File: config.mk
export PLATFORM = sky130hd
export DESIGN_NAME = serial_frame_rx
export DESIGN_NICKNAME = d
export VERILOG_FILES = /design/src/rtl/serial_frame_rx.sv
export SDC_FILE = /design/constraint.sdc
export NUM_CORES = 1
export LEC_CHECK = 0
export CAP_MARGIN = 20
export CELL_PAD_IN_SITES_DETAIL_PLACEMENT = 0
export CELL_PAD_IN_SITES_GLOBAL_PLACEMENT = 1
export CORE_ASPECT_RATIO = 1.4
export CORE_MARGIN = 2
export CORE_UTILIZATION = 43
export CTS_CLUSTER_SIZE = 8
export DETAILED_ROUTE_END_ITERATION = 8
export GPL_TIMING_DRIVEN = 0
export PLACE_DENSITY_LB_ADDON = 0.12
export SETUP_SLACK_MARGIN = 0.2
export SLEW_MARGIN = 20
export SYNTH_ARGS = -nofsm -noshare
export SYNTH_HDL_FRONTEND = slang
export SYNTH_SLANG_ARGS = --single-unit
File: constraint.sdc
create_clock -name clk -period 3.5 [get_ports clk]
set_input_delay 0.35 -clock clk [delete_from_list [all_inputs] [get_ports clk]]
set_output_delay 0.35 -clock clk [all_outputs]
set_load 0.01 [all_outputs]
File: src/rtl/serial_frame_rx.sv
// serial_frame_rx: recovers start/data/parity/stop framed words from a qualified bit stream
// and presents them behind a one-entry valid/ready holding register.
module serial_frame_rx #(
  parameter int DATA_W    = 8,
  parameter int PARITY_EN = 1
) (
  input  logic              clk,
  input  logic              rst,
  input  logic              en,
  input  logic              d,
  output logic [DATA_W-1:0] data_out,
  output logic              data_valid,
  input  logic              data_ready,
  output logic              frame_err,
  output logic              overflow,
  output logic              busy
);
  localparam int CW = DATA_W > 1 ? $clog2(DATA_W) : 1;
  localparam logic [CW-1:0] LAST = CW'(DATA_W - 1);
  localparam logic [1:0] IDLE   = 2'd0;
  localparam logic [1:0] DATA   = 2'd1;
  localparam logic [1:0] PARITY = 2'd2;
  localparam logic [1:0] STOP   = 2'd3;

  logic [1:0]        state_q, state_d;
  logic [CW-1:0]     cnt_q, cnt_d;
  logic [DATA_W-1:0] sh_q, sh_d;
  logic              par_q, par_d;
  logic [DATA_W-1:0] dout_q, dout_d;
  logic              dv_q, dv_d;
  logic              ferr_q, ferr_d;
  logic              ovf_q, ovf_d;
  logic              stop_ev, good, accept, load;

  always_comb begin
    state_d = state_q;
    cnt_d   = cnt_q;
    sh_d    = sh_q;
    par_d   = par_q;
    stop_ev = 1'b0;
    if (en) begin
      case (state_q)
        IDLE: begin
          state_d = d ? DATA : IDLE;
          cnt_d   = '0;
        end
        DATA: begin
          sh_d[cnt_q] = d;
          state_d     = cnt_q == LAST ? (PARITY_EN != 0 ? PARITY : STOP) : DATA;
          cnt_d       = cnt_q == LAST ? '0 : cnt_q + 1'b1;
        end
        PARITY: begin
          par_d   = d;
          state_d = STOP;
        end
        STOP: begin
          state_d = IDLE;
          stop_ev = 1'b1;
        end
      endcase
    end
  end

  // every data bit is rewritten each frame, so the shift register needs no clear between frames
  assign good   = stop_ev && !d && (PARITY_EN == 0 || !(^sh_q ^ par_q));
  assign accept = dv_q && data_ready;
  assign load   = good && (!dv_q || accept);
  assign dv_d   = load ? 1'b1 : (accept ? 1'b0 : dv_q);
  assign dout_d = load ? sh_q : dout_q;
  assign ferr_d = stop_ev && !good;
  assign ovf_d  = ovf_q || (good && !load);

  always_ff @(posedge clk) begin
    if (rst) begin
      state_q <= IDLE;
      cnt_q   <= '0;
      sh_q    <= '0;
      par_q   <= 1'b0;
      dout_q  <= '0;
      dv_q    <= 1'b0;
      ferr_q  <= 1'b0;
      ovf_q   <= 1'b0;
    end else begin
      state_q <= state_d;
      cnt_q   <= cnt_d;
      sh_q    <= sh_d;
      par_q   <= par_d;
      dout_q  <= dout_d;
      dv_q    <= dv_d;
      ferr_q  <= ferr_d;
      ovf_q   <= ovf_d;
    end
  end

  assign data_out   = dout_q;
  assign data_valid = dv_q;
  assign frame_err  = ferr_q;
  assign overflow   = ovf_q;
  assign busy       = state_q != IDLE;
endmodule

==> metrics <==
status complete, no violations; Worst-Skew Late Latency approximately 0.26 ns; die height between 60 and 70 um; Worst Path Buf+Inv 2; Layout Skew about 0.0026 ns; Synth Register Bits 25; RSZ-0062 raised after global routing false; wire per inst between 10 and 15 um; num ports 17; DIE WIDTH 49.5 um; antenna violations before repair 0; initial DRC count 17; pin count of the biggest net entering global routing 14; Detail Route met3 WL ~34 um; most common cell after layout, fill and taps aside dfxtp_1; grt total ovfl 0; most frequent cells in the layout dfxtp_1 (25), nand2b_1 (19), nor2_1 (19), mux2i_1 (16), clkdlybuf4s50_1 (16); syn avg cell area around 9.2 um^2; Slowest-stage cell, CP clkdlybuf4s50_1; post-cts hold buffer count 0; Final GP Congestion between 0.6 and 0.7; Yosys warning total 0; # nets final approximately 160; CP arrival 1.58 ns; final standard cell count with taps included and fillers excluded 192; Total GRT Usage about 15%; period utilisation layout a little under three fifths; Yosys top cell area share between 40 and 50%; Netlist cell types 29; area leader, netlist dfxtp_1; Post-CTS Resized 0; met1 wire length 1060 um; worst path cell trace clkbuf_1 -> or2_2 -> clkdlybuf4s50_1; Peak supply drop roughly 200 uV; drt pass-1 iters 5; area of the die ~0.0033 mm^2; Cell Count Post-Placement approximately 190; Remaining DRCs 0; Max-Cap Viols 0; Clock Tree Buf Depth 2; Post-Syn Area 0.00124 mm^2; # diodes 0; top sig layer met4; Final ANT Viol Nets 0; vias in the first global route 862; critical path endpoint category primary output; Pwr Total roughly 490 uW; site row count 23; CTS tree built; Final Max Slew Viols 0; Reg clk slew, reported paths around 0.080 ns; area delta synth->final 20.2%; I/O Buffers 16; layout cell share with drive strength beyond 1 5.81%; Worst Setup Path Type reg2out; H-tree depth 1; Final setup viols 0; Avg Vias per Cell between 4 and 5; Setup Fix Bufs, Post-CTS 0; Mapped Nets ~140; Worst Setup Slack, final roughly 1.6 ns; element type at the critical path start register; clock sink count 25; WL met2 ~1100 um; Starting Density 44.1%; drt total wl around 2200 um; CTS Root Cell clkbuf_8; accumulated negative setup slack 0 ns; Hold Crit Class reg2reg; FMAX around 520 MHz; CP max FO 10; Top delay family on crit path buffers and inverters; leakage 0.000536 uW; ys flop type dfxtp_1; Final Core Density between 50% and 60%; Synth area leaders dfxtp_1 (40%), mux2i_1 (13%), nand2b_1 (9.6%); Post-synth EDFFs 0; CP max stage delay 0.53 ns; DP Worst Slack between 1 and 1.5 ns; Final Hold Violating Endpoints 0; core area approximately 0.0028 mm^2; pwr/cell area around 330 mW/mm^2; global-route wire length before repair between 3000 and 4000 um; Worst Tran Pin Value around 0.44 ns; crit path time final just under 2 ns; post-DP HPWL 1680 um; Via Count ~950; post-synthesis sequential area ratio between 40% and 50%; Worst slew margin 70.5%; asr flop ratio synth 0%; Worst Path Required between 3 and 4 ns; cell count after synthesis between 100 and 150; Num CTS Buffers 3
-- where the power goes --
part | leakage [uW] | internal, uW | total (uW) | switching (uW)
logic | 0.000312 | 14.4 | 31.5 | 17.2
clock network | 0.0000228 | 81.3 | 168 | 86.7
registers | 0.000202 | 286 | 287 | 1.08
-- area by class of cell --
type | instances | area [um^2]
Fill cell | 281 | 1330
Multi-Input combinational cell | 101 | 701
Sequential cell | 25 | 500
Timing Repair Buffer | 16 | 160
Tap cell | 37 | 46.3
Clock buffer | 4 | 45.0
Buffer | 9 | 42.5
-- through the flow --
stage / hold slack [ns] / cell area [um^2]
final: 0.471 / 1500
after global routing: 0.498 / 1500
after CTS: 0.478 / 1500
after detailed placement: 0.457 / 1450
after global placement: 0.448 / 1450
after floorplan: 0.461 / 1240
-- worst reg2reg max path, cell delays in order, from the launching register on --
cell,delay [ns]
dfxtp_1,0.38
xor3_1,0.52
nor4b_1,0.32
mux2_4,0.21
buf_6,0.14
mux2i_1,0.18
-- logic make-up (layout without fill, tap and decap cells) --
| group | after synthesis | in the layout | synth area share (%) |
|---|---|---|---|
| AO/OA/AOI/OAI | 13 | 13 | 5.84 |
| XOR/XNOR | 6 | 6 | 6.64 |
| adder cells (fa/ha/maj) | 2 | 2 | 2.01 |
| buffers and inverters | 9 | 29 | 3.42 |
| AND/OR/NAND/NOR | 63 | 63 | 27.8 |
| multiplexers | 17 | 17 | 14.1 |
| flip-flops | 25 | 25 | 40.2 |
-- final timing paths --
path | slack, ns | cells past startpoint | endpoint | from
hold / removal | 0.47 | 2 | overflow | overflow
setup reg to reg | 1.68 | 5 | data_out[5] | sh_q[3]
setup / recovery | 1.57 | 3 | busy | state_q[0]
hold reg to reg | 0.47 | 2 | overflow | overflow
-- state kept, by name, summed over array words and instances (netlist names), named ones only --
name	cells
data_out	8
cnt_q	3
data_valid	1
overflow	1
sh_q	8
par_q	1
frame_err	1
state_q	1
-- layer usage --
metal,vias up,GRT usage (%)
met5,-,0
met4,0,8.33
met3,5,1.33
met2,13,27.4
met1,438,17.4
li1,498,-
-- Yosys cell counts (2+ instances only) --
library cell and number:
dfxtp_1 25, nand2b_1 19, nor2_1 19, mux2i_1 16
a21oi_1 7, clkbuf_1 7, nand2_1 7, nor3b_1 4
nand3_1 3, nor3_1 3, o21ai_0 3, xnor2_1 3
ha_1 2, nand3b_1 2
Note: power is estimated with default switching activity, not from simulation.
